<file path="src/rtl/seqdet_pkg.sv">
// Shared widths, defaults and slot layout for the multi-pattern serial sequence detector.
// Optional per-bit compare masks are enabled with SEQDET_MASK_EN.
package seqdet_pkg;

    localparam int DEF_MAX_LEN = 16;
    localparam int DEF_NUM_PAT = 4;
    localparam int DEF_CNT_W   = 8;

    function automatic int len_w(input int max_len);
        return $clog2(max_len + 1);
    endfunction

    // A single slot still needs a 1-bit select so the port is never zero-width.
    function automatic int sel_w(input int num_pat);
        return (num_pat > 1) ? $clog2(num_pat) : 1;
    endfunction

    localparam int DEF_LEN_W = len_w(DEF_MAX_LEN);

    typedef struct packed {
        logic [DEF_MAX_LEN-1:0] pat;
        logic [DEF_LEN_W-1:0]   len;
`ifdef SEQDET_MASK_EN
        logic [DEF_MAX_LEN-1:0] mask;
`endif
    } slot_t;

    localparam logic [DEF_CNT_W-1:0] CNT_MAX = '1;

endpackage

</file>
<file path="src/rtl/seqdet_if.sv">
// Bit stream, configuration and match report bundle of the sequence detector.
// cfg_mask exists only when SEQDET_MASK_EN is defined.
interface seqdet_if #(
    parameter int MAX_LEN = seqdet_pkg::DEF_MAX_LEN,
    parameter int NUM_PAT = seqdet_pkg::DEF_NUM_PAT,
    parameter int CNT_W   = seqdet_pkg::DEF_CNT_W
);
    import seqdet_pkg::*;

    localparam int LEN_W = len_w(MAX_LEN);
    localparam int SEL_W = sel_w(NUM_PAT);

    logic               ena;
    logic               bit_in;
    logic               bit_valid;
    logic               cfg_we;
    logic [SEL_W-1:0]   cfg_sel;
    logic [MAX_LEN-1:0] cfg_pat;
    logic [LEN_W-1:0]   cfg_len;
`ifdef SEQDET_MASK_EN
    logic [MAX_LEN-1:0] cfg_mask;
`endif
    logic               cfg_overlap;
    logic               match;
    logic [SEL_W-1:0]   match_id;
    logic [CNT_W-1:0]   match_cnt;

    modport master (
        output ena, bit_in, bit_valid, cfg_we, cfg_sel, cfg_pat, cfg_len,
`ifdef SEQDET_MASK_EN
        output cfg_mask,
`endif
        output cfg_overlap,
        input  match, match_id, match_cnt
    );

    modport slave (
        input  ena, bit_in, bit_valid, cfg_we, cfg_sel, cfg_pat, cfg_len,
`ifdef SEQDET_MASK_EN
        input  cfg_mask,
`endif
        input  cfg_overlap,
        output match, match_id, match_cnt
    );

endinterface

</file>
<file path="src/rtl/seqdet_cmp.sv">
// Per-slot pattern comparator against the next-state window (SEQDET_MASK_EN adds a don't-care mask).
// Latency: purely combinational.
// Backpressure: none; the caller qualifies hit with a valid bit.
module seqdet_cmp
    import seqdet_pkg::*;
#(
    parameter int MAX_LEN = DEF_MAX_LEN,
    parameter int LEN_W   = len_w(DEF_MAX_LEN)
) (
    input  logic [MAX_LEN-1:0] window,
    input  logic [LEN_W-1:0]   fill,
    input  logic [MAX_LEN-1:0] pat,
    input  logic [LEN_W-1:0]   len,
`ifdef SEQDET_MASK_EN
    input  logic [MAX_LEN-1:0] mask,
`endif
    output logic               hit
);

    logic [MAX_LEN-1:0] lenmask;
    logic [MAX_LEN-1:0] care;
    logic               len_ok;

    always_comb begin
        lenmask = '0;
        for (int b = 0; b < MAX_LEN; b++) begin
            lenmask[b] = (b < int'(len));
        end
`ifdef SEQDET_MASK_EN
        care = lenmask & mask;
`else
        care = lenmask;
`endif
        len_ok = (len != '0) && (int'(len) <= MAX_LEN);
        // An all-don't-care slot would match on every bit, so it is treated as disabled.
        hit = len_ok && (fill >= len) && (((window ^ pat) & care) == '0) && (care != '0);
    end

endmodule

</file>
<file path="src/rtl/seq_detector_multi.sv">
// Multi-pattern serial sequence detector with overlap/non-overlap modes (mask option: SEQDET_MASK_EN).
// Latency: match/match_id registered, one cycle after the final matching bit.
// Backpressure: none; bits are taken whenever ena & bit_valid, config writes always accepted.
module seq_detector_multi
    import seqdet_pkg::*;
#(
    parameter int MAX_LEN = DEF_MAX_LEN,
    parameter int NUM_PAT = DEF_NUM_PAT,
    parameter int CNT_W   = DEF_CNT_W
) (
    input logic     clk,
    input logic     rst_n,
    seqdet_if.slave bus
);

    localparam int LEN_W = len_w(MAX_LEN);
    localparam int SEL_W = sel_w(NUM_PAT);
    localparam logic [LEN_W-1:0] FILL_MAX = LEN_W'(MAX_LEN);
    localparam logic [CNT_W-1:0] CNT_TOP  = '1;

    typedef struct packed {
        logic [MAX_LEN-1:0] pat;
        logic [LEN_W-1:0]   len;
`ifdef SEQDET_MASK_EN
        logic [MAX_LEN-1:0] mask;
`endif
    } slot_cfg_t;

    slot_cfg_t          slots [NUM_PAT];
    logic [MAX_LEN-1:0] window;
    logic [MAX_LEN-1:0] window_nxt;
    logic [LEN_W-1:0]   fill;
    logic [LEN_W-1:0]   fill_inc;
    logic [LEN_W-1:0]   fill_nxt;
    logic               bit_ok;
    logic               eval;
    logic [NUM_PAT-1:0] raw_hit;
    logic [NUM_PAT-1:0] hits;
    logic               any_hit;
    logic [SEL_W-1:0]   hit_id;

    assign bit_ok = bus.ena & bus.bit_valid;
    // A config write resyncs the stream, so that cycle's bit never completes a match.
    assign eval   = bit_ok & ~bus.cfg_we;

    always_comb begin
        window_nxt = window;
        fill_inc   = fill;
        if (bit_ok) begin
            window_nxt = {window[MAX_LEN-2:0], bus.bit_in};
            fill_inc   = (fill == FILL_MAX) ? fill : fill + 1'b1;
        end
    end

    for (genvar g = 0; g < NUM_PAT; g++) begin : g_slot
        seqdet_cmp #(
            .MAX_LEN (MAX_LEN),
            .LEN_W   (LEN_W)
        ) u_cmp (
            .window (window_nxt),
            .fill   (fill_inc),
            .pat    (slots[g].pat),
            .len    (slots[g].len),
`ifdef SEQDET_MASK_EN
            .mask   (slots[g].mask),
`endif
            .hit    (raw_hit[g])
        );
    end

    assign hits = raw_hit & {NUM_PAT{eval}};

    always_comb begin
        any_hit = |hits;
        hit_id  = '0;
        for (int i = NUM_PAT - 1; i >= 0; i--) begin
            if (hits[i]) begin
                hit_id = SEL_W'(i);
            end
        end
    end

    always_comb begin
        fill_nxt = fill_inc;
        if (bus.cfg_we) begin
            fill_nxt = '0;
        end else if (any_hit && !bus.cfg_overlap) begin
            fill_nxt = '0;
        end
    end

    always_ff @(posedge clk or negedge rst_n) begin
        if (!rst_n) begin
            window <= '0;
            fill   <= '0;
        end else begin
            window <= window_nxt;
            fill   <= fill_nxt;
        end
    end

    always_ff @(posedge clk or negedge rst_n) begin
        if (!rst_n) begin
            for (int i = 0; i < NUM_PAT; i++) begin
                slots[i].pat <= '0;
                slots[i].len <= '0;
`ifdef SEQDET_MASK_EN
                slots[i].mask <= '1;
`endif
            end
        end else begin
            for (int i = 0; i < NUM_PAT; i++) begin
                if (bus.cfg_we && (bus.cfg_sel == SEL_W'(i))) begin
                    slots[i].pat <= bus.cfg_pat;
                    slots[i].len <= bus.cfg_len;
`ifdef SEQDET_MASK_EN
                    slots[i].mask <= bus.cfg_mask;
`endif
                end
            end
        end
    end

    always_ff @(posedge clk or negedge rst_n) begin
        if (!rst_n) begin
            bus.match     <= 1'b0;
            bus.match_id  <= '0;
            bus.match_cnt <= '0;
        end else begin
            bus.match <= any_hit;
            if (any_hit) begin
                bus.match_id <= hit_id;
                if (bus.match_cnt != CNT_TOP) begin
                    bus.match_cnt <= bus.match_cnt + 1'b1;
                end
            end
        end
    end

endmodule
</file>
<file path="src/flat_wrapper.sv">
// flat-port wrapper written by rule: the top's interface ports become plain ports
module seq_detector_multi_flat import seqdet_pkg::*;
#(
    parameter int MAX_LEN = DEF_MAX_LEN,
    parameter int NUM_PAT = DEF_NUM_PAT,
    parameter int CNT_W   = DEF_CNT_W
)
  (clk, rst_n, bus_ena, bus_bit_in, bus_bit_valid, bus_cfg_we, bus_cfg_sel, bus_cfg_pat, bus_cfg_len, bus_cfg_overlap, bus_match, bus_match_id, bus_match_cnt);
  seqdet_if #(.MAX_LEN(MAX_LEN), .NUM_PAT(NUM_PAT), .CNT_W(CNT_W)) bus_i ();
  input logic clk;
  input logic rst_n;
  input wire logic [$bits(bus_i.ena)-1:0] bus_ena;
  input wire logic [$bits(bus_i.bit_in)-1:0] bus_bit_in;
  input wire logic [$bits(bus_i.bit_valid)-1:0] bus_bit_valid;
  input wire logic [$bits(bus_i.cfg_we)-1:0] bus_cfg_we;
  input wire logic [$bits(bus_i.cfg_sel)-1:0] bus_cfg_sel;
  input wire logic [$bits(bus_i.cfg_pat)-1:0] bus_cfg_pat;
  input wire logic [$bits(bus_i.cfg_len)-1:0] bus_cfg_len;
  input wire logic [$bits(bus_i.cfg_overlap)-1:0] bus_cfg_overlap;
  output wire logic [$bits(bus_i.match)-1:0] bus_match;
  output wire logic [$bits(bus_i.match_id)-1:0] bus_match_id;
  output wire logic [$bits(bus_i.match_cnt)-1:0] bus_match_cnt;
  assign bus_i.ena = bus_ena;
  assign bus_i.bit_in = bus_bit_in;
  assign bus_i.bit_valid = bus_bit_valid;
  assign bus_i.cfg_we = bus_cfg_we;
  assign bus_i.cfg_sel = bus_cfg_sel;
  assign bus_i.cfg_pat = bus_cfg_pat;
  assign bus_i.cfg_len = bus_cfg_len;
  assign bus_i.cfg_overlap = bus_cfg_overlap;
  assign bus_match = bus_i.match;
  assign bus_match_id = bus_i.match_id;
  assign bus_match_cnt = bus_i.match_cnt;
  seq_detector_multi #(.MAX_LEN(MAX_LEN), .NUM_PAT(NUM_PAT), .CNT_W(CNT_W)) u_core (.clk(clk), .rst_n(rst_n), .bus(bus_i));
endmodule
</file>
<file path="config.mk">
export PLATFORM = sky130hd
export DESIGN_NAME = seq_detector_multi_flat
export DESIGN_NICKNAME = d
export VERILOG_FILES = /design/src/rtl/seqdet_pkg.sv /design/src/rtl/seqdet_if.sv /design/src/rtl/seqdet_cmp.sv /design/src/rtl/seq_detector_multi.sv /design/src/flat_wrapper.sv
export SDC_FILE = /design/constraint.sdc
export NUM_CORES = 1
export LEC_CHECK = 0
export BUFFER_PORTS_ARGS = -buffer_cell sky130_fd_sc_hd__buf_2
export CAP_MARGIN = 30
export CELL_PAD_IN_SITES_DETAIL_PLACEMENT = 0
export CELL_PAD_IN_SITES_GLOBAL_PLACEMENT = 1
export CORE_MARGIN = 4
export CORE_UTILIZATION = 53
export CTS_CLUSTER_DIAMETER = 120
export CTS_CLUSTER_SIZE = 14
export DETAILED_ROUTE_END_ITERATION = 7
export PLACE_DENSITY_LB_ADDON = 0.25
export SETUP_SLACK_MARGIN = 0.05
export SLEW_MARGIN = 20
export SYNTH_ARGS = -nofsm -noshare
export SYNTH_HDL_FRONTEND = slang
export SYNTH_HIERARCHICAL = 1
export SYNTH_SLANG_ARGS = --single-unit
</file>
<file path="constraint.sdc">
create_clock -name clk -period 10.1 [get_ports clk]
set_input_delay 1.01 -clock clk [delete_from_list [all_inputs] [get_ports clk]]
set_output_delay 1.01 -clock clk [all_outputs]
set_load 0.005 [all_outputs]
</file>
# After elaboration in Yosys (flattened, before gate mapping)
# Index checks and enable logic that the tools add are counted.
# word_totals
register_bits,116
output_inout_bits,11
word_cells,150
# classes
addsub,2
n_lt_le_gt_ge,72
n_eq_ne,5
n_mux,9
bitwise,12
reduce_logical,37
# op_table
operator,count
"< comparator 4 x 5 -> 1 bit, first input constant",32
"< comparator 3 x 5 -> 1 bit, first input constant",16
AND 16 bit,4
logical NOT 16 bit,4
nonzero test 16 bit,4
bitwise XOR 16 bit,4
"< comparator 1 x 5 -> 1 bit, first input constant",8
"< comparator 2 x 5 -> 1 bit, first input constant",8
logical AND 1 bit,21
>= comparator 5 bit,4
"<= comparator 5 bit, second input constant",4
2-to-1 mux 5 bit,4
nonzero test 5 bit,4
2-to-1 mux 16 bit,1
"adder 8 x 1 -> 8 bit, second input constant",1
2-to-1 mux 2 bit,4
"inequality test 8 bit, second input constant",1
"adder 5 x 1 -> 5 bit, second input constant",1
"equality test 5 bit, second input constant",1
AND 4 bit,1
"equality test 2 bit, second input constant",2
OR reduction 4 bit,1
AND 1 bit,2
"equality test 2 x 1 -> 1 bit, second input constant",1
4 further kinds,4

# Depth between registers and ports, before layout
# logic_depth
depth_word,12
mapped_depth,16
depth_no_buf,16

# Hierarchy
# Netlist, hierarchy kept.
# by_module_without_submodules
mod,instances,cells_per_inst,area_per_inst_um2
seq_detector_multi,1,287,4534.3
seqdet_cmp,4,69,498.0

# Least setup slack after synthesis
# Ideal clock, no wire load.
# synth_path
path_kind,in2reg
startpoint,in bus_ena
endpoint,reg u_core.bus.match_cnt[1]
arrival_time_ps,3766
t_required_ps,9975
setup_slack_ps,6209
stages,12
path_buffers,2
path_cell_list,and2_1 -> buf_4 -> buf_2 -> mux2_2 -> xor2_1 -> or3_1 -> nor4_1 -> o22ai_1 -> nor4_2 -> nor4_2 -> a311oi_4 -> mux2_2
# synth_between
elab_chain_len,10
elab_cells_between_ends,35
cone_classes,4 x order compare; 2 x mux; 11 x bitwise; 18 x reduce/logical
# synth_lines
element,line_no,source
start: declaration,flat_wrapper.sv:12,input wire logic [$bits(bus_i.ena)-1:0] bus_ena;
AND 1 bit,seq_detector_multi.sv:42,assign bit_ok = bus.ena & bus.bit_valid;
2-to-1 mux 16 bit,seq_detector_multi.sv:49,if (bit_ok) begin
net u_core.window_nxt[5],seq_detector_multi.sv:31,logic [MAX_LEN-1:0] window_nxt;
bitwise XOR 16 bit,seqdet_cmp.sv:36,hit = len_ok && (fill >= len) && (((window ^ pat) & care) == '0) && (care != '0);
AND 16 bit,seqdet_cmp.sv:36,
logical NOT 16 bit,seqdet_cmp.sv:36,
logical AND 1 bit (2 in series),seqdet_cmp.sv:36,
net u_core.raw_hit[1],seq_detector_multi.sv:37,logic [NUM_PAT-1:0] raw_hit;
AND 4 bit,seq_detector_multi.sv:71,assign hits = raw_hit & {NUM_PAT{eval}};
OR reduction 4 bit,seq_detector_multi.sv:74,any_hit = |hits;
AND reduction 2 bit (no source line),--,
end signal: assignment,seq_detector_multi.sv:134,bus.match_cnt <= bus.match_cnt + 1'b1;
end: declaration,seqdet_if.sv:43,"output match, match_id, match_cnt"
# The timed path passes the listed nets, and every way through them passes these cells.
# A chain may end at the register's enable or synchronous reset.

# Worst setup path after layout
# layout_path
startpoint,in bus_ena
endpoint,reg u_core.bus.match_cnt[1]
# layout_between
elab_cells_between_ends,35
cone_classes,4 x order compare; 2 x mux; 11 x bitwise; 18 x reduce/logical
# layout_lines
element,line_no,source
AND 1 bit,seq_detector_multi.sv:42,
2-to-1 mux 5 bit,seq_detector_multi.sv:49,
net u_core.fill_inc[2],seq_detector_multi.sv:33,logic [LEN_W-1:0] fill_inc;
>= comparator 5 bit,seqdet_cmp.sv:36,
logical AND 1 bit (3 in series),seqdet_cmp.sv:36,
net u_core.raw_hit[1],seq_detector_multi.sv:37,
AND 4 bit,seq_detector_multi.sv:71,
OR reduction 4 bit,seq_detector_multi.sv:74,
AND reduction 2 bit (no source line),--,
# The timed path passes the listed nets, and every way through them passes these cells.

==> impl_results.md <==
- Status: finished, final reports clean
- Hold EP: u_core/bus.match_cnt[6]$_DFFE_PN0P_
- I/O Pins: 41
- Layout cell share with drive strength beyond 1: 32.5%
- Top post-synthesis cells by count: dfrtp_1, mux2_2, xnor2_1
- Hold depth: 1
- Critical Path Sink Type: register
- Clock sinks: 116
- Drt drc: 0
- Worst path arrival time: 5080 ps
- R2R depth: 15
- Max_cap viols: 0
- Initial Util: 54.3%
- Startpoint class of the critical path: input port
- VDD IR-drop max: 160 uV
- Layout area overhead: 13.5%
- Maximum clock frequency: 0.210 GHz
- Reg2reg start: u_core/fill[0]$_DFF_PN0_
- Synth area leaders: dfrtp_1, mux2_2, xnor2_1
- Number of synthesized register bits: 116
- Largest net degree at the start of global routing: 77
- Width of the die: 119 microns
- GPL Wtd Cong: 0.984
- First-pass GRT wire length: 26.5 mm
- DR WL/cell: 21.7 microns
- Final worst path period need: 4770 ps
- Num rows: 40
- Register area share after synthesis: 44.5%
- Antenna Nets Post-Route: 0
- Setup Buffers After CTS: 0
- CTS HTree Levels: 4
- Clk root buf: clkbuf_16
- Tcrit/Tclk final: 47.2%
- Clock transition at path regs: 50 ps
- Finished Layout Cells: 766
- Hpwl dp: 12.0 mm
- DIE AREA: 14200 sq um
- Pwr Density: 246 nW/um^2
- Worst relative slew slack: 36.9%
- Fin Clk Skew: 9.57 ps
- Most common cell in the netlist: dfrtp_1
- CORE AREA: 12000 sq um
- Min-delay worst type: register to register
- Post-place setup slack: 4940 ps
- Final hold viol count: 0
- Hold_buf cts: 0
- FFs w/ async S/R, synth: 100%
- Sw Ratio: 35.9%
- CP Launch Point: bus_ena
- CP max stage delay: 760 ps
- Total number of yosys warnings: 6
- Num CTS Buffers: 17
- Crit-path cells: buf_2, and2_1, nand3_1, o21ai_0, ha_1, a21o_1, a31oi_1, o21ai_0, nand4_1, nor4_2, nor4_2, a311oi_4, mux2_2
- Final-layout fill cell count: 978
- Area occupied by multi-input gates: 3410 sq um
- CP required: 10410 ps
- P_int: 1.17 mW
- Drt total wl: 16.6 mm
- GRT Overall Usage: 24.8%
- Vert. Die Dim: 119 microns
- Setup violators final: 0
- Mapped Nets: 616
- Crit-path max FO: 18
- R2R setup slack: 5960 ps
- Maximum root-to-sink buffer count: 2
- Worst-Margin Slew: 947 ps
- Clock share of power: 31.1%
- Total congestion overflow: 0
- DR pass1 iterations: 5
- IO buf count: 40
- Clk_lat worst skew: 420 ps
- Avg Cell Area, Syn: 11.6 sq um
- Cell count after placement: 733
- Ant diodes: 0
- Setup_tns: 0 ps
- DR vias: 4673
- Post-synth top area share: 44.5%
- Number of max-slew violations in the final report: 0
- Min-delay src: u_core/bus.match_cnt[6]$_DFFE_PN0P_
- Mapped Area: 6530 sq um
- Synth cell types: 40
- Reg power frac: 36.6%
- Pleak: 3.17 nW
- Cell accounting for the most synthesized area: dfrtp_1
- EDFF count, synth: 0
- Post-DR vias/cell: 6.10
- Prevailing post-synth register cell: dfrtp_1
- RSZ-0062 raised after global routing: no
- DR iter-0 viols: 359
- CTS tree: built
- NumNets Final: 659
- Initial antenna violation count: 0
- Setup ws final: 5330 ps
- Resized Gates After CTS: 0
- Syn Inst Count: 563
- FF-to-FF End: u_core/bus.match_cnt[1]$_DFFE_PN0P_
- Worst-path cell with the longest stage delay: and2_1
- Comb power frac: 32.3%
- Number of global-route vias before repair: 4696
- CP Class: input port to register
- Switch Pwr: 0.654 mW
- Seq. cell area: 2900 sq um
-- cell families (layout without fill, tap and decap cells) --
kind of cell	Yosys count	in the layout	share of synthesized area (%)
AO/OA/AOI/OAI	89	89	8.55
AND/OR/NAND/NOR	111	111	11.1
multiplexers	106	106	18.2
XOR/XNOR	73	73	9.80
flip-flops	116	116	44.5
adder cells (fa/ha/maj)	23	23	4.41
buffers and inverters	45	101	3.43
-- power groups by stage --
stage / logic, mW / clock network, mW / registers, mW
after global placement: 0.570 / 0 / 0.668
after global routing: 0.638 / 0.599 / 0.679
after floorplan: 0.453 / 0 / 0.618
after CTS: 0.583 / 0.576 / 0.665
final: 0.588 / 0.567 / 0.668
after detailed placement: 0.577 / 0 / 0.672
-- how the worst max path moves through the flow --
stage,to,slack [ps]
floorplan,u_core/bus.match_cnt[1]$_DFFE_PN0P_,6210
global placement,u_core/bus.match_cnt[1]$_DFFE_PN0P_,5120
detailed placement,u_core/bus.match_cnt[1]$_DFFE_PN0P_,4940
CTS,u_core/bus.match_cnt[1]$_DFFE_PN0P_,5400
global route,u_core/bus.match_cnt[1]$_DFFE_PN0P_,5150
finish,u_core/bus.match_cnt[1]$_DFFE_PN0P_,5330
-- per-stage QoR --
| step | area, sq um | hold WS, ps | total power, mW | utilization, % |
|---|---|---|---|---|
| after floorplan | 6530 | 474 | 1.07 | - |
| after global placement | 6820 | 471 | 1.24 | 56.8 |
| after detailed placement | 6820 | 490 | 1.25 | 56.8 |
| after CTS | 7380 | 500 | 1.82 | 61.5 |
| after global routing | 7410 | 526 | 1.92 | 61.7 |
| final | 7410 | 496 | 1.82 | 61.7 |
-- cells in the final DEF, fill, tap and decap left out, types with 5 or more instances in the layout --
| cell type | n |
|---|---|
| or3_1 | 8 |
| nor4_1 | 12 |
| mux2_2 | 101 |
| xnor2_1 | 60 |
| nor4_2 | 9 |
| buf_2 | 39 |
| nand2_1 | 20 |
| xor2_1 | 13 |
| ha_1 | 23 |
| a21oi_1 | 30 |
| clkbuf_16 | 17 |
| buf_4 | 6 |
| nor2_1 | 18 |
| nand3_1 | 11 |
| o21ai_0 | 25 |
| dfrtp_1 | 116 |
| a31oi_1 | 9 |
| nand4_1 | 10 |
| nor2b_1 | 5 |
| inv_1 | 23 |
-- worst max-delay path, delay by kind of cell --
kind	cells	cell delay, ps
simple gates	5	1770
compound gates	5	1480
mux	1	390
fa+ha+maj	1	270
buf+inv	1	130
-- flip-flops by register name, summed over array words and instances (netlist names) --
signal / count
u_core/bus.match_id: 2
u_core/bus.match_cnt: 8
u_core/window: 16
u_core/fill: 5
u_core/slots: 84
u_core/bus.match: 1
-- routing by layer --
layer | routed length (microns) | vias to the layer above | track usage [%]
met1 | 7270 | 2343 | 32.7
met2 | 7880 | 165 | 38.9
met3 | 872 | 37 | 5.22
met5 | 0 | - | 0
li1 | - | 2128 | -
met4 | 590 | 0 | 12.0
-- cell type report --
class | instances | area share, %
timing repair buffer | 46 | 3.61
inverter | 23 | 1.17
tap | 147 | 2.48
clock buffer | 20 | 6.16
clock inverter | 12 | 1.44
sequential | 116 | 39.2
multi-input combinational | 402 | 46.0
Power figures use the tool's default switching activity.
